### src/rtl/div_pkg.sv
// div_pkg: shared types and constants for the iterative divider.
//   div_op_e     - opcode encoding (bit0 = unsigned, bit1 = remainder)
//   div_state_e  - divider control states
//   UNSIGNED_BIT - opcode bit selecting unsigned operation
//   REM_BIT      - opcode bit selecting the remainder as the result
package div_pkg;

  typedef enum logic [1:0] {
    DIV  = 2'b00,
    DIVU = 2'b01,
    REM  = 2'b10,
    REMU = 2'b11
  } div_op_e;

  typedef enum logic [1:0] {
    IDLE = 2'd0,
    CALC = 2'd1,
    DONE = 2'd2
  } div_state_e;

  localparam int unsigned UNSIGNED_BIT = 0;
  localparam int unsigned REM_BIT      = 1;

endpackage

### src/rtl/div_iter.sv
// div_iter: multicycle radix-2 restoring divider for RV32M/RV64M DIV, DIVU, REM, REMU.
// One quotient bit per cycle; divide-by-zero and signed overflow finish in a single cycle.
//
// Ports:
//   clk        core clock
//   rst_b      synchronous active-low reset
//   in_valid   request valid            in_ready   divider idle and able to accept
//   opcode     bit0 unsigned, bit1 rem  op1/op2    dividend / divisor
//   flush      abort and drop any in-flight operation (highest priority)
//   out_valid  result valid             out_ready  consumer accepts the result
//   result     quotient or remainder as selected by opcode
//
// Optional feature (macro DIV_ITER_EARLY_OUT_EN): when |dividend| < |divisor| and the divisor is
// non-zero, the result (quotient 0, remainder op1) is produced in one cycle instead of XLEN+1.
// XLEN must be 32 or 64; CNTW is derived and must not be overridden.
module div_iter
  import div_pkg::*;
#(
  parameter int unsigned XLEN = 32,
  parameter int unsigned CNTW = $clog2(XLEN) + 1
) (
  input  logic            clk,
  input  logic            rst_b,
  input  logic            in_valid,
  output logic            in_ready,
  input  logic [1:0]      opcode,
  input  logic [XLEN-1:0] op1,
  input  logic [XLEN-1:0] op2,
  input  logic            flush,
  output logic            out_valid,
  input  logic            out_ready,
  output logic [XLEN-1:0] result
);

  localparam logic [XLEN-1:0] XlenOne = {{(XLEN-1){1'b0}}, 1'b1};
  localparam logic [XLEN-1:0] MinVal  = {1'b1, {(XLEN-1){1'b0}}};
  localparam logic [CNTW-1:0] LastCnt = CNTW'(XLEN - 1);

  function automatic logic [XLEN-1:0] negate(input logic [XLEN-1:0] v);
    return (~v) + XlenOne;
  endfunction

  div_state_e      state_q, state_d;
  div_op_e         op_q, op_d;
  logic [XLEN:0]   rem_q, rem_d;
  logic [XLEN-1:0] quo_q, quo_d;
  logic [XLEN-1:0] dvs_q, dvs_d;
  logic [XLEN-1:0] result_q, result_d;
  logic [CNTW-1:0] cnt_q, cnt_d;
  logic            neg_quo_q, neg_quo_d;
  logic            neg_rem_q, neg_rem_d;

  // Request decode, only meaningful while idle.
  logic            req_unsigned;
  logic            req_rem;
  logic            sign1, sign2;
  logic [XLEN-1:0] mag1, mag2;
  logic            div_by_zero;
  logic            overflow;

  always_comb begin
    req_unsigned = opcode[UNSIGNED_BIT];
    req_rem      = opcode[REM_BIT];
    sign1        = op1[XLEN-1] & ~req_unsigned;
    sign2        = op2[XLEN-1] & ~req_unsigned;
    // negate(MinVal) == MinVal, which is the correct unsigned magnitude.
    mag1         = sign1 ? negate(op1) : op1;
    mag2         = sign2 ? negate(op2) : op2;
    div_by_zero  = (op2 == '0);
    overflow     = ~req_unsigned & (op1 == MinVal) & (op2 == '1);
  end

  // One restoring step. rem_q never reaches the divisor, so its top bit is always zero and
  // the top bit of trial is a pure borrow.
  logic [XLEN+1:0] rem_shift;
  logic [XLEN+1:0] trial;
  logic            borrow;
  logic [XLEN:0]   rem_step;
  logic [XLEN-1:0] quo_step;
  logic [XLEN-1:0] quo_fix;
  logic [XLEN-1:0] rem_fix;

  always_comb begin
    rem_shift = {rem_q, quo_q[XLEN-1]};
    trial     = rem_shift - {2'b00, dvs_q};
    borrow    = trial[XLEN+1];
    rem_step  = borrow ? rem_shift[XLEN:0] : trial[XLEN:0];
    quo_step  = {quo_q[XLEN-2:0], ~borrow};
    // Sign flags are captured raw; unsigned ops never negate.
    quo_fix   = (neg_quo_q & ~op_q[UNSIGNED_BIT]) ? negate(quo_step) : quo_step;
    rem_fix   = (neg_rem_q & ~op_q[UNSIGNED_BIT]) ? negate(rem_step[XLEN-1:0])
                                                   : rem_step[XLEN-1:0];
  end

  always_comb begin
    state_d   = state_q;
    op_d      = op_q;
    rem_d     = rem_q;
    quo_d     = quo_q;
    dvs_d     = dvs_q;
    result_d  = result_q;
    cnt_d     = cnt_q;
    neg_quo_d = neg_quo_q;
    neg_rem_d = neg_rem_q;

    if (flush) begin
      state_d  = IDLE;
      result_d = '0;
    end else begin
      unique case (state_q)
        IDLE: begin
          if (in_valid) begin
            op_d      = div_op_e'(opcode);
            neg_quo_d = op1[XLEN-1] ^ op2[XLEN-1];
            neg_rem_d = op1[XLEN-1];
            quo_d     = mag1;
            dvs_d     = mag2;
            rem_d     = '0;
            cnt_d     = '0;
            if (div_by_zero) begin
              state_d  = DONE;
              result_d = req_rem ? op1 : '1;
            end else if (overflow) begin
              state_d  = DONE;
              result_d = req_rem ? '0 : op1;
`ifdef DIV_ITER_EARLY_OUT_EN
            end else if (mag1 < mag2) begin
              state_d  = DONE;
              result_d = req_rem ? op1 : '0;
`endif
            end else begin
              state_d = CALC;
            end
          end
        end
        CALC: begin
          rem_d = rem_step;
          quo_d = quo_step;
          cnt_d = cnt_q + CNTW'(1);
          if (cnt_q == LastCnt) begin
            state_d  = DONE;
            result_d = op_q[REM_BIT] ? rem_fix : quo_fix;
          end
        end
        DONE: begin
          if (out_ready) begin
            state_d = IDLE;
          end
        end
        default: begin
          state_d = IDLE;
        end
      endcase
    end
  end

  always_ff @(posedge clk) begin
    if (!rst_b) begin
      state_q   <= IDLE;
      op_q      <= DIV;
      rem_q     <= '0;
      quo_q     <= '0;
      dvs_q     <= '0;
      result_q  <= '0;
      cnt_q     <= '0;
      neg_quo_q <= 1'b0;
      neg_rem_q <= 1'b0;
    end else begin
      state_q   <= state_d;
      op_q      <= op_d;
      rem_q     <= rem_d;
      quo_q     <= quo_d;
      dvs_q     <= dvs_d;
      result_q  <= result_d;
      cnt_q     <= cnt_d;
      neg_quo_q <= neg_quo_d;
      neg_rem_q <= neg_rem_d;
    end
  end

  assign in_ready  = (state_q == IDLE);
  assign out_valid = (state_q == DONE);
  assign result    = result_q;

endmodule

### config.mk
export PLATFORM = sky130hd
export DESIGN_NAME = div_iter
export DESIGN_NICKNAME = d
export VERILOG_FILES = /design/src/rtl/div_pkg.sv /design/src/rtl/div_iter.sv
export SDC_FILE = /design/constraint.sdc
export NUM_CORES = 1
export LEC_CHECK = 0
export ABC_AREA = 1
export CAP_MARGIN = 10
export CORE_AREA = 2 2 132 160
export CTS_CLUSTER_SIZE = 8
export DETAILED_ROUTE_END_ITERATION = 7
export DIE_AREA = 0 0 134 162
export GPL_ROUTABILITY_DRIVEN = 0
export PLACE_DENSITY = 0.89
export SLEW_MARGIN = 10
export SYNTH_ARGS = -nofsm -noshare
export SYNTH_HDL_FRONTEND = slang
export SYNTH_SLANG_ARGS = --single-unit
### constraint.sdc
create_clock -name clk -period 9.4 [get_ports clk]
set_input_delay 1.88 -clock clk [delete_from_list [all_inputs] [get_ports clk]]
set_output_delay 1.88 -clock clk [all_outputs]
set_load 0.1 [all_outputs]
---- After elaboration in Yosys (flattened, before gate mapping) ----
Index checks and enable logic that the tools add are counted.
storage, ports and cells
  input bits .............................. 71
  logic and storage cells ................. 73
  bits in registers ....................... 141
  output and inout port bits .............. 34
cells by class
  $add $sub $neg .......................... 6
  reductions and logical operators ........ 8
  muxes and demuxes ....................... 25
  equality and inequality tests ........... 9
  bitwise gates (word level) .............. 16
operators by type and width
  kind                   count
  $mux 32                12
  $add 32x1->32 const B  4
  $not 32->32            4
  $pmux 32 s2            2
  $mux 33                2
  $pmux 33 s2            1
  $eq 32x32->1 const B   2
  $sub 34x32->34         1
  $logic_not 32->1       1
  $pmux 6 s2             1
  $mux 2                 5
  $reduce_and 3->1       3
  $add 6x1->6 const B    1
  $and 1x1->1            6
  $eq 6x5->1 const B     1
  $mux 6                 1
  $pmux 2 s3             1
  $not 1->1              5
  $ne 2x2->1 const B     2
  $reduce_and 4->1       1
  $ne 3x1->1 const B     1
  $eq 2x1->1 const B     1
  $eq 2x2->1 const B     1
  $logic_not 2->1        1
  other kinds (4)        4

---- Depth between registers and ports, before layout ----
Gate-level depths: netlist of the first run.
  depth after elaboration ................. 8
  mapped depth ............................ 31
  depth with buffers taken out ............ 30

---- Worst setup path after synthesis of the first run ----
No wires, ideal clock.
  path type ............................... input-to-reg
  from .................................... in op1[0]
  to ...................................... reg result_q[23] (netlist: result[23])
  cell stages on the path ................. 17
  arrival ................................. 3.979 ns
  path buffers ............................ 2
  required time ........................... 9.269 ns
  setup time .............................. 0.131 ns
  path slack .............................. 5.290 ns
  cells stage by stage .................... inv_1 > ha_1 > nand3_1 > nor3_2 > nand3_1 > inv_1 > nand2_1 > nor2_1 > nand2_1 > nor3_2 > nand2_1 > o311ai_2 > nand3_1 > buf_2 > clkbuf_1 > nand2_1 > a21oi_2
between the ends
  longest elaborated chain between the ends .. 5
RTL lines
  what                               line             text
  start: declaration                 div_iter.sv:27   input logic [XLEN-1:0] op1,
  $eq 32x32->1                       div_iter.sv:70   overflow = ~req_unsigned & (op1 == MinVal) & (op2 == '1);
  $and 1x1->1 (2 in series)          div_iter.sv:70
  $ne 3x1->1 (no source line)        -
  $reduce_and 4->1 (no source line)  -
  end signal: assignment             div_iter.sv:174  result_q <= result_d;
  end: declaration                   div_iter.sv:48   logic [XLEN-1:0] result_q, result_d;
Every way passes these cells.
A chain may end at the register's enable or synchronous reset.

---- Final worst setup path of the first run ----
  from .................................... in op2[1]
  to ...................................... reg result_q[13] (netlist: result[13])
between the ends
  longest elaborated chain between the ends .. 4
  elaborated cells between the ends (all ways) .. 8
  classes of those cells .................. eq/ne: 2; mux: 3; bitwise: 1; reduce/logical: 2
RTL lines
  what                                                                     line                             text
  start: declaration                                                       div_iter.sv:28                   input logic [XLEN-1:0] op2,
  $eq 32x32->1 / $logic_not 32->1 (equally long branches)                  div_iter.sv:70, div_iter.sv:69
  $and 1x1->1 / $mux 32 (equally long branches)                            div_iter.sv:70, div_iter.sv:120
  $ne 3x1->1 (no source line) / $mux 32 (equally long branches)            -
  $reduce_and 4->1 (no source line) / $pmux 32 s2 (equally long branches)  -
Parallel ways exist; a longest one is shown, timed or not. The select of a mux whose other input is x is not followed.

==> results.md, run 1 <==
- TritonCTS created 17 clock buffers.
- The share of power burned in combinational logic is a little under a third.
- The total placed instance area is ~14,000 um2.
- Walking the worst path, the cells encountered are clkdlybuf4s50_1 -> inv_1 -> ha_1 -> inv_1 -> nor3_1 -> inv_1 -> nor3_1 -> nand3_1 -> inv_1 -> nand4_1 -> nor3_1 -> inv_1 -> o311ai_2 -> nand3_2 -> a21oi_1 -> o21ai_0 -> a21oi_1.
- In the global route stage, met1 resource usage came out at approximately 47%.
- The required time of the critical path is roughly 9.8 ns.
- Dividing the synthesized area by the synthesized cell count gives ~5.9 um2.
- In the synthesized netlist, the number of instances is 2,173.
- STA puts the critical path data arrival time at approximately 6.4 ns.
- The die covers about 22,000 um2.
- The aggregate global routing overflow is 0.
- The number of antenna violations at the first check in global routing came to 0.
- Counting cells, the worst reg-to-reg path comes to 27.
- In this run, synthesis produced a sequential element count of between 100 and 150.
- For this block, the initial DRC count from the detailed router was approximately 2,300.
- Setup violations remaining at the end of the flow were counted as 0.
- The number of gates resized after cts is 0.
- Clock skew on the completed layout was measured at approximately 0.015 ns.
- The post-synth net total is between 2,000 and 2,500.
- Across the run, the number of max-cap violations was 0.
- The cell with the largest stage delay on the worst path is sky130_fd_sc_hd__nand3_2.
- Along the worst path, the maximum fanout reaches 57.
- The total via count in the routed design is ~15,000.
- The count of buffers added on input and output ports is roughly 100.
- The number of placement rows is 57.
- Entering global routing, the biggest net connects 99 pins.
- The setup slack at placement is ~3.2 ns.
- The number of buffers inserted for hold repair after clock tree synthesis is 0.
- The design area is 14,430 um2.
- For this run, asynchronously set or reset flops after synthesis account for 0%.
- The main flop type after synthesis is sky130_fd_sc_hd__dfxtp_1.
- The routing usage on met2 is a little under two thirds.
- After layout, the minimum clock period comes to 6.015 ns.
- The cell area that synthesis handed to floorplanning was ~13,000 um2.
- The total number of clock tree sinks is 141.
- The worst hold path startpoint is result[7].
- The first global-routing pass estimated around 68 mm of wire.
- The die is approximately 130 um wide.
- Detailed placement finished with a half-perimeter wire length of 30.76 mm.
- After detailed routing, the average wire length per cell comes to between 15 and 20 um.
- The max-slew violation count is 0.
- The post-detailed-route via-to-cell ratio is ~6.0.
- The flop-to-flop setup slack is around 4.3 ns.
- The via count of the first global-routing pass is between 10,000 and 15,000.
- The number of antenna diodes is 0.
- The worst hold path stage count is 2.
- The initial cell density of the core is between 60% and 70%.
- The register clock-pin slew on the reported worst setup and hold paths is around 0.06 ns.
- The portion of total power attributed to the clock network is between 30% and 40%.
- Among the stages of the critical path, the cell type that occurs most often is sky130_fd_sc_hd__inv_1.
- The path with the worst hold slack has its endpoint at result[7].
- The switching share of power is ~38%.
- The net count of the finished layout is 2,327.
- Across every metal layer, demand over resource in global routing totals roughly two fifths.
- The internal power component is around 1.2 mW.
- The number of search-and-repair iterations in the first detailed-routing pass is 8.
- The Yosys warning count is 0.
- The top-level port count is roughly 110.
- The count of buffer and inverter cells on the critical path is 6.
- The signed area change from the synthesized netlist to the final layout is 13.00%.
- The maximum number of buffers from clock root to sink is 2.
- The slew at the pin closest to its max-slew limit is around 1.2 ns.
- The maximum single-stage delay on the critical path is approximately 0.9 ns.
- The final total power is slightly below 2 mW.
- The distinct cell type count after synthesis is 54.
- The root buffer cell is sky130_fd_sc_hd__clkbuf_16.
- The worst path uses a little under two thirds of the clock period.
- The endpoint of the lowest-slack register-to-register path is result[30].
- The number of placed instances with taps included is approximately 2,500.
- The worst setup slack after layout is 3.385 ns.
- The count of unresolved DRC violations after routing is 0.
- Measured against its own limit, the worst slew margin works out to between 20% and 30%.
- Across the VDD grid, the largest voltage drop is roughly 0.00013 V.
- Global routing consumed, on the met3 layer, under 10% of the routing resources.
- The flow ran to the end, and the final reports show no timing, DRC or antenna violations.
- The number of H-tree branching levels is 4.
- In this run the post-CTS setup repair buffer count came out at 0.
- The core area is ~20,000 um2.
- The clock insertion delay at the later pin of the skew report is 0.44 ns.
- Power spread over the standard cell area amounts to 133.7 nW/um2.
- The die boundary height is 162 um.
- The proportion of synthesized chip area in sequential cells is around 22%.
- The class of the tightest hold or removal check is flip-flop to flip-flop.
- After global routing, the most crowded layer is met2.
- Wires add up to around 42 mm.
- The final total negative setup slack is 0 ns.
- The reg-to-reg startpoint is dvs_q[4].
- The sequential group share of total power is between 30% and 40%.
- The count of nets left with antenna violations once routing finished came out at 0.
- The launching element of the worst setup path is op2[1].
- The static leakage is 6.788 nW.
- For this run, the top clock speed supported by timing is roughly 170 MHz.
- The hold violation total from the final report was 0.
- Of the cells placed in the final design, the portion with a size suffix greater than 1 is ~6.8%.
- The finished layout holds 2,494 standard cells, fillers aside.
- The kind of cell with the highest combined delay along the critical path is simple AND/OR/NAND/NOR gates.
- The analysis attributes to net switching a power of roughly 0.73 mW.
- The kind of start point of the critical path is an input pin.
- In this run, synthesis inferred 0 flip-flops with an integrated enable.
- TritonCTS built the clock tree.
- The kind of capture point of the worst setup path is a flip-flop.
- The start-to-end type of the worst setup path is input pin to flip-flop.
- Setup repair after global routing left no endpoint under its margin.
[Yosys cell counts, types with 4 or more instances]
cell type | number | area, um2
sky130_fd_sc_hd__inv_1 | 281 | 1055
sky130_fd_sc_hd__clkbuf_1 | 78 | 292.8
sky130_fd_sc_hd__nand3_1 | 117 | 585.6
sky130_fd_sc_hd__nor2_4 | 4 | 45.04
sky130_fd_sc_hd__nor2_2 | 14 | 87.58
sky130_fd_sc_hd__o21bai_1 | 12 | 90.09
sky130_fd_sc_hd__nand2_1 | 567 | 2128
sky130_fd_sc_hd__a21oi_1 | 237 | 1186
sky130_fd_sc_hd__inv_2 | 9 | 33.78
sky130_fd_sc_hd__nand4_1 | 25 | 156.4
sky130_fd_sc_hd__nor4_1 | 6 | 37.54
sky130_fd_sc_hd__nor2_1 | 186 | 698.2
sky130_fd_sc_hd__nor3_2 | 7 | 70.07
sky130_fd_sc_hd__a31oi_1 | 6 | 37.54
sky130_fd_sc_hd__o21ai_1 | 17 | 85.08
sky130_fd_sc_hd__xnor2_1 | 16 | 140.1
sky130_fd_sc_hd__ha_1 | 38 | 475.5
sky130_fd_sc_hd__xor2_1 | 41 | 359.1
sky130_fd_sc_hd__o31ai_1 | 9 | 67.56
sky130_fd_sc_hd__or2_2 | 6 | 37.54
sky130_fd_sc_hd__a21oi_2 | 4 | 35.03
sky130_fd_sc_hd__nand3_2 | 7 | 70.07
sky130_fd_sc_hd__nand2_2 | 33 | 206.5
sky130_fd_sc_hd__dfxtp_1 | 141 | 2823
sky130_fd_sc_hd__nand3b_1 | 14 | 105.1
sky130_fd_sc_hd__nand2_4 | 8 | 90.09
sky130_fd_sc_hd__o221ai_1 | 21 | 183.9
sky130_fd_sc_hd__o21ai_0 | 183 | 915.9
sky130_fd_sc_hd__o211ai_1 | 11 | 82.58
sky130_fd_sc_hd__nor3_1 | 33 | 165.2
[worst register-to-register path, stage by stage (launching register included)]
cell	delay [ns]
sky130_fd_sc_hd__dfxtp_1	0.47
sky130_fd_sc_hd__inv_1	0.08
sky130_fd_sc_hd__ha_1	0.34
sky130_fd_sc_hd__a21oi_1	0.21
sky130_fd_sc_hd__nand2_1	0.09
sky130_fd_sc_hd__nand2_1	0.08
sky130_fd_sc_hd__nand3_2	0.11
sky130_fd_sc_hd__nand2_2	0.10
sky130_fd_sc_hd__nand2_4	0.06
sky130_fd_sc_hd__nand2_4	0.10
sky130_fd_sc_hd__nand3_4	0.15
sky130_fd_sc_hd__nand2_8	0.28
sky130_fd_sc_hd__ha_1	0.25
sky130_fd_sc_hd__nand3_1	0.10
sky130_fd_sc_hd__nor3_1	0.29
sky130_fd_sc_hd__nand2_1	0.17
sky130_fd_sc_hd__inv_1	0.14
sky130_fd_sc_hd__nand3_1	0.11
sky130_fd_sc_hd__nor3_1	0.42
sky130_fd_sc_hd__inv_1	0.13
sky130_fd_sc_hd__o41ai_1	0.45
sky130_fd_sc_hd__o21ai_0	0.22
sky130_fd_sc_hd__o21ai_0	0.18
sky130_fd_sc_hd__a21oi_1	0.07
sky130_fd_sc_hd__nor2_1	0.10
sky130_fd_sc_hd__nand2_1	0.07
sky130_fd_sc_hd__nand2_1	0.07
sky130_fd_sc_hd__a21oi_2	0.05
[how the worst max path moves through the flow]
stage | cells after the start | slack [ns] | end
2_1_floorplan | 17 | 5.29 | result[23]
3_3_place_gp | 17 | 3.43 | result[0]
3_5_place_dp | 17 | 3.20 | result[6]
4_1_cts | 17 | 3.61 | result[13]
5_1_grt | 17 | 2.82 | result[6]
6_report | 17 | 3.39 | result[13]
[layout by cell type (no fill, tap or decap), types with 14 or more instances in the layout]
cell type,n
sky130_fd_sc_hd__nand3b_1,14
sky130_fd_sc_hd__inv_1,281
sky130_fd_sc_hd__o21ai_0,183
sky130_fd_sc_hd__ha_1,38
sky130_fd_sc_hd__a21oi_1,237
sky130_fd_sc_hd__nand2_1,567
sky130_fd_sc_hd__clkdlybuf4s50_1,104
sky130_fd_sc_hd__dfxtp_1,141
sky130_fd_sc_hd__nand4_1,25
sky130_fd_sc_hd__nor2_2,17
sky130_fd_sc_hd__clkbuf_16,17
sky130_fd_sc_hd__nand2_2,33
sky130_fd_sc_hd__nor2_1,182
sky130_fd_sc_hd__xor2_1,41
sky130_fd_sc_hd__nand3_1,116
sky130_fd_sc_hd__o221ai_1,21
sky130_fd_sc_hd__o21ai_1,17
sky130_fd_sc_hd__xnor2_1,16
sky130_fd_sc_hd__nor3_1,31
[layer usage]
layer  wire [um]  share of wire (%)
met1       15920                 38
met2       19590                 47
met3        3889                9.3
met4        2554                6.1
met5           0                  0
[power by group through the flow]
stage / clock (mW) / combinational, mW / sequential [mW]
after floorplan: 0 / 0.400 / 0.657
after global placement: 0 / 0.551 / 0.654
after detailed placement: 0 / 0.563 / 0.655
after CTS: 0.694 / 0.569 / 0.642
after global routing: 0.719 / 0.645 / 0.646
final: 0.699 / 0.586 / 0.644
[sequential cells by signal, indices dropped and copies added, names as in the netlist]
register / count
rem_q: 33
dvs_q: 32
quo_q: 32
result: 32
cnt_q: 6
op_q: 2
state_q: 2
neg_quo_q: 1
neg_rem_q: 1
[layout make-up]
| cell class | instances | area [um2] |
|---|---|---|
| multi-input cells | 1652 | 8482 |
| clock buffers | 17 | 425.4 |
| repair buffers | 115 | 1124 |
| fillers | 1682 | 5607 |
| well taps | 265 | 331.6 |
| flip-flops and latches | 141 | 2823 |
| inverters | 290 | 1089 |
| clock inverters | 14 | 160.2 |
[cell families after synthesis]
group / count (synthesis) / share of synthesized area [%]
xor gates and xnor gates: 57 / 3.908
buffers and inverters: 380 / 11.73
AOI/OAI and AO/OA: 520 / 22.44
DFF: 141 / 22.10
adders and majority gates: 39 / 3.879
and+or+nand+nor: 1036 / 35.94
[stage by stage]
| stage | util, % | hold WS, ns |
|---|---|---|
| floorplan | - | 0.4437 |
| global placement | 69.10 | 0.4556 |
| detailed placement | 69.10 | 0.4607 |
| CTS | 72.02 | 0.4691 |
| global route | 72.02 | 0.4827 |
| finish | 72.02 | 0.4695 |
Power figures use the tool's default switching activity.
==> inputs of run 2 (changes only) <==
- CORE_AREA: 2 2 132 160 -> 2 2 137 165
- DIE_AREA: 0 0 134 162 -> 0 0 139 167
- PLACE_DENSITY: 0.89 -> 0.84
- clock period: 9.4 -> 6.1 ns (I/O delays scaled with it)
==> results.md, run 2 (same netlist as run 1, synthesis figures left out) <==
- The overall global routing resource usage is between 30% and 40%.
- Across all setup checks in the final design, the least slack found is 1.352 ns.
- At the later pin of the worst-skew pair, clock insertion delay measures between 0.4 and 0.5 ns.
- The setup slack at placement is approximately 1.1 ns.
- In this run the worst hold path is classified as flip-flop to flip-flop.
- The area of the die is between 20,000 and 25,000 um2.
- The post-CTS setup-driven buffer insertion count is 0.
- The multi-input logic area is between 8000 and 9000 um2.
- The routed wire length is 41.02 mm.
- The count of nets left with antenna violations once routing finished came out at 0.
- The run finished with clean final reports.
- The hold violation total from the final report is 0.
- The filler cell count in the final layout is roughly 2,000.
- Ranked by flip-flop count, first place goes to rem_q.
- The flop-to-flop setup slack is between 1 and 1.5 ns.
- After detailed placement, the total cell area comes to between 10,000 and 15,000 um2.
- The highest net fanout along the worst path is 35.
- The maximum single-stage delay on the critical path is ~0.43 ns.
- Data on the critical path arrives at its endpoint at between 5 and 6 ns.
- The total number of clock tree sinks is around 140.
- The first detailed-routing pass ran for 7 iterations.
- The start-to-end type of the worst setup path is flip-flop to flip-flop.
- The worst hold path startpoint is result[5].
- The signed area change from the synthesized netlist to the final layout is 13.11%.
- Among the stages of the critical path, the cell type that occurs most often is sky130_fd_sc_hd__nand2_4.
- The number of antenna violations at the first check in global routing is 0.
- Power spread over the standard cell area amounts to roughly 200 nW/um2.
- After routing the design area is 14,450 um2.
- The detailed placement HPWL is 31.08 mm.
- The worst hold path was traced through 2 stages.
- At the worst endpoint, the required time is roughly 6.4 ns.
- The startpoint identified for the worst register-to-register timing path is dvs_q[5].
- The worst register-to-register path ends at result[30].
- Dividing the detail-routed wire length by the instance count gives approximately 16 um.
- The number of buffers inserted for hold repair after clock tree synthesis is 0.
- The core area is ~22,000 um2.
- The static leakage is 6.794 nW.
- Buffers inserted during clock tree synthesis total 17.
- For the pin with the worst max-slew slack, the measured transition is about 1.2 ns.
- The die is 139 um wide.
- Timing would allow up to roughly 210 MHz.
- The worst reg-to-reg path cell count is 28.
- Setup violations remaining at the end of the flow were counted as 0.
- The post-detailed-route via-to-cell ratio is just under 6.
- Leaving out fill and tap cells, the most frequent cell in the layout is sky130_fd_sc_hd__nand2_1.
- The number of DRC markers after the initial detailed-route iteration is ~1,600.
- The count of buffers added on input and output ports is 104.
- The kind of start point of the critical path is a flip-flop.
- The TritonCTS clock tree is built.
- The count of buffer and inverter cells on the critical path is 3.
- The slowest stage of the critical path is the sky130_fd_sc_hd__dfxtp_1 cell.
- For the finished layout, the period the worst path requires is roughly 4.7 ns.
- The worst-case IR drop observed on VDD is about 0.00021 V.
- In this run the number of H-tree levels came out at 4.
- The total overflow left after global routing is 0.
- Clock skew on the completed layout was measured at between 0.01 and 0.015 ns.
- The top cell types in the final layout, fill and taps aside, are sky130_fd_sc_hd__nand2_1, sky130_fd_sc_hd__inv_1, sky130_fd_sc_hd__a21oi_1.
- Pin placement for this block handled roughly 110 I/O pins.
- In this run the vertical extent of the chip is ~170 um.
- The initialized floorplan defines 59 standard-cell rows.
- Grouping stages by cell kind, the critical path spends the most delay in simple AND/OR/NAND/NOR gates.
- The kind of capture point of the worst setup path is a flip-flop.
- 0 antenna diodes ended up in the layout.
- The area of all sequential standard cells is 2823 um2.
- The via count of the first global-routing pass is between 10,000 and 15,000.
- The total via count in the routed design is between 10,000 and 15,000.
- For this configuration, the core starts out at a cell density of between 50% and 60%.
- The number of gates resized after cts is 0.
- Of the available clock period, the critical path in the final layout requires approximately 80%.
- Clock-pin slew was measured on the worst setup and hold paths at 0.06 ns.
- The count of unresolved DRC violations after routing is 0.
- The first global-routing pass estimated 65.87 mm of wire.
- The clock passes through at most 2 buffers.
- Entering global routing, the biggest net connects 81 pins.
- The net count of the finished layout is approximately 2,300.
- The post-route netlist has between 6 and 7% of its cells at a drive strength greater than 1.
- The max-slew violation count was 0.
- The register with the most flip-flops in the layout has 33 of them.
- The final total negative setup slack is 0 ns.
- The root buffer cell is sky130_fd_sc_hd__clkbuf_16.
- Setup repair after global routing left no endpoint under its margin.
- The worst relative slew slack is 21.22%.
- The number of cells on the critical path is 28.
- For hold timing, the worst endpoint is result[5].
- The number of maximum-capacitance violations is 0.
==> run 2: routing by layer <==
| metal | track usage (%) | vias up | wire length (um) |
|---|---|---|---|
| met5 | 0 | - | 0 |
| met4 | 17.52 | 0 | 2121 |
| met3 | 5.003 | 146 | 3345 |
| met2 | 56.97 | 764 | 18980 |
| met1 | 43.38 | 6613 | 16570 |
| li1 | - | 7183 | - |
==> run 2: power by group <==
group / internal, mW / total [mW] / switching, mW
Combinational: 0.287 / 0.895 / 0.608
Sequential: 0.956 / 0.990 / 0.0335
Clock: 0.615 / 1.07 / 0.451
Total: 1.86 / 2.95 / 1.09
==> run 2: final cells by class <==
cell class	count	area share, %
repair buffers	116	7.829
well taps	274	2.373
multi-input cells	1652	58.71
inverters	290	7.534
flip-flops and latches	141	19.54
clock buffers	19	3.066
clock inverters	12	0.9526
==> run 2: through the flow <==
stage               total power [mW]  utilization (%)  hold slack (ns)  std cells
global route                   3.087            67.02           0.4841       2504
detailed placement             1.878            64.33           0.4573       2473
finish                         2.951            67.02           0.4637       2504
floorplan                      1.629                -           0.4437       2173
CTS                            2.928            67.02           0.4670       2504
global placement               1.862            64.33           0.4528       2473
==> run 2: how the worst max path moves through the flow <==
stage              start         end
2_1_floorplan  dvs_q[20]  result[30]
3_3_place_gp      op2[0]  result[13]
3_5_place_dp      op2[0]   result[1]
4_1_cts         dvs_q[5]  result[30]
5_1_grt         dvs_q[5]  result[30]
6_report        dvs_q[5]  result[30]
==> run 2: worst min-delay path, cell delays in order (launching register included) <==
cell	delay, ns
sky130_fd_sc_hd__dfxtp_1	0.31
sky130_fd_sc_hd__nand2_1	0.06
sky130_fd_sc_hd__a21oi_1	0.05
==> inputs of run 3 (changes only) <==
- clock period: 6.1 -> 4.5 ns (I/O delays scaled with it)
==> results.md, run 3 (same netlist as run 1, synthesis figures left out) <==
- The hold violation total from the final report is 0.
- The aggregate global routing overflow is 0.
- The number of antenna violations at the first check in global routing was 0.
- The initial cell density of the core is 59.26%.
- The most common cell after layout, fill and taps aside is sky130_fd_sc_hd__nand2_1.
- For the final routed database, the setup TNS stands at 0 ns.
- Measured along the y axis, the die boundary spans about 170 um.
- The root buffer cell chosen for the clock tree is sky130_fd_sc_hd__clkbuf_16.
- Summed over all cells, the static leakage comes to a little under 7 nW.
- The post-detailed-route via-to-cell ratio is slightly below 6.
- The max-slew violation count is 0.
- The signed area change from the synthesized netlist to the final layout is 14.31%.
- The highest net fanout along the worst path is 45.
- The number of antenna diodes is 0.
- The worst pin sits at a relative slew slack of about a quarter.
- The tool flagged a number of max-cap violations equal to 0.
- At the end of the flow the core is filled with cells to 67.74%.
- The worst setup path is of the input pin to flip-flop kind.
- In this run, post-CTS hold repair placed 0 buffers.
- The number of DRC markers after the initial detailed-route iteration is about 1,500.
- The worst ir drop on vdd is between 0.0002 and 0.0003 V.
- The number of flip-flops in the largest register is 33.
- The run finished with clean final reports.
- The register clock-pin slew on the reported worst setup and hold paths is approximately 0.06 ns.
- The worst hold path belongs to the class flip-flop to flip-flop.
- In the global route stage, met3 resource usage came out at 3.882%.
- The minimum period implied by the final worst setup slack is ~4 ns.
- The library cells used most frequently in the layout, excluding fill and tap cells, are sky130_fd_sc_hd__nand2_1, sky130_fd_sc_hd__inv_1, sky130_fd_sc_hd__a21oi_1.
- Detailed placement finished with a half-perimeter wire length of 30.92 mm.
- The via count of the first global-routing pass was 13,520.
- Setup slack on the critical path of the routed design comes to between 0.4 and 0.5 ns.
- The proportion of layout cells with a drive suffix above 1 is ~7.4%.
- STA classifies the critical path endpoint as a flip-flop.
- The count of unresolved DRC violations after routing is 0.
- The top-level port count is ~110.
- The top register by number of flip-flops is rem_q.
- Measured along the x axis, the die boundary spans around 140 um.
- The total area inside the core boundary comes to between 20,000 and 25,000 um2.
- Global routing consumed, on the met1 layer, 44.24% of the routing resources.
- The number of buffers created by CTS is 17.
- After global routing, the most crowded layer is met2.
- In the global route stage, overall resource usage came out at 34.90%.
- The slew at the pin closest to its max-slew limit is 1.127 ns.
- At the later pin of the worst-skew pair, clock insertion delay measures about 0.44 ns.
- The data arrival time of the critical path is approximately 4.4 ns.
- The required time of the critical path is around 4.9 ns.
- The initialized floorplan defines 59 standard-cell rows.
- TritonCTS built the clock tree.
- The net count of the finished layout is approximately 2,300.
- The number of nets with antenna violations after routing is 0.
- CTS saw approximately 140 sinks.
- The first global-routing pass estimated about 67 mm of wire.
- The maximum number of buffers from clock root to sink is 2.
- The number of H-tree branching levels is 4.
- The final-report setup violation count is 0.
- Prior to clock tree synthesis, the placed netlist has a worst setup slack of roughly 0.14 ns.
- Input and output buffers added on the ports amount to between 100 and 150.
- The area of the die is around 23,000 um2.
- The portion of the clock cycle consumed by the worst path in the final layout is between 80% and 90%.
- In the final routed layout, each cell accounts on average for ~17 um.
- Clock skew on the completed layout was measured at between 0.01 and 0.015 ns.
- The tightest hold margin is 0.4649 ns.
- The maximum number of pins on one net before global-route repair is 80.
- The routed wire length is 41.55 mm.
- The maximum frequency from static timing analysis is between 200 and 250 MHz.
- The routing usage on met2 is a little under three fifths.
- Before antenna repair, the detailed router went through 6 iterations.
- Detailed routing inserted a total of between 10,000 and 15,000 vias.
- Setup repair after global routing left no endpoint under its margin.
- STA classifies the critical path startpoint as an input pin.
- For this design the ratio of total power to cell area is 283.0 nW/um2.
[run 3: cell types whose count changed in the layout (fill, tap and decap cells not counted), sizes merged]
| cell | before | now |
|---|---|---|
| buf | 12 | 22 |
| clkbuf | 19 | 20 |
| bufinv | 2 | 3 |
| inv | 293 | 297 |
| clkinv | 6 | 1 |
[run 3: layout make-up]
cell class | instances | area, um2
clock inverters | 12 | 172.7
clock buffers | 20 | 466.7
flip-flops and latches | 141 | 2823
inverters | 290 | 1089
repair buffers | 126 | 1219
well taps | 274 | 342.8
multi-input cells | 1652 | 8489
fillers | 1960 | 6954
[run 3: critical path: stages]
cell and delay (ns):
sky130_fd_sc_hd__clkdlybuf4s50_1 0.54, sky130_fd_sc_hd__inv_1 0.16, sky130_fd_sc_hd__ha_1 0.18, sky130_fd_sc_hd__nand3_1 0.14, sky130_fd_sc_hd__nor3_2 0.16, sky130_fd_sc_hd__nand3_1 0.12, sky130_fd_sc_hd__inv_1 0.09, sky130_fd_sc_hd__nand2_1 0.10
sky130_fd_sc_hd__nor2_1 0.21, sky130_fd_sc_hd__nand2_1 0.09, sky130_fd_sc_hd__nor3_2 0.25, sky130_fd_sc_hd__nand2_1 0.25, sky130_fd_sc_hd__o311ai_2 0.31, sky130_fd_sc_hd__nand3_2 0.15, sky130_fd_sc_hd__buf_12 0.21, sky130_fd_sc_hd__a21oi_1 0.15
sky130_fd_sc_hd__o21ai_0 0.12, sky130_fd_sc_hd__a21oi_1 0.16
[run 3: final timing paths]
| kind | end | slack [ns] | depth (start not counted) | from |
|---|---|---|---|---|
| min reg2reg | result[7] | 0.46 | 2 | result[7] |
| max | result[3] | 0.50 | 18 | op1[0] |
| max reg2reg | result[30] | 0.50 | 27 | dvs_q[11] |
| min | result[7] | 0.46 | 2 | result[7] |
[run 3: stage by stage]
stage / power (mW) / cells / cell area [um2]
floorplan: 2.209 / 2173 / 12770
global placement: 2.531 / 2483 / 13950
detailed placement: 2.553 / 2483 / 13950
CTS: 4.095 / 2515 / 14590
global route: 4.312 / 2515 / 14600
finish: 4.132 / 2515 / 14600
[run 3: power by group]
part           total [mW]  internal (mW)  switching, mW
Sequential           1.34           1.30         0.0443
Combinational        1.23          0.396          0.831
Clock                1.56          0.935          0.630
Total                4.13           2.63           1.51
[run 3: layer usage]
| layer | wire [um] | part of all wire, % |
|---|---|---|
| met1 | 16600 | 40 |
| met3 | 3282 | 7.9 |
| met2 | 19300 | 46 |
| met4 | 2372 | 5.7 |
| met5 | 0 | 0 |
[run 3: timing repair]
| item | in CTS | in global routing |
|---|---|---|
| gates resized for setup | 0 | 2 |
| buffers inserted | 0 | 0 |
| endpoints found under the setup margin | 0 | 2 |
| endpoints found under the hold margin | 0 | 0 |
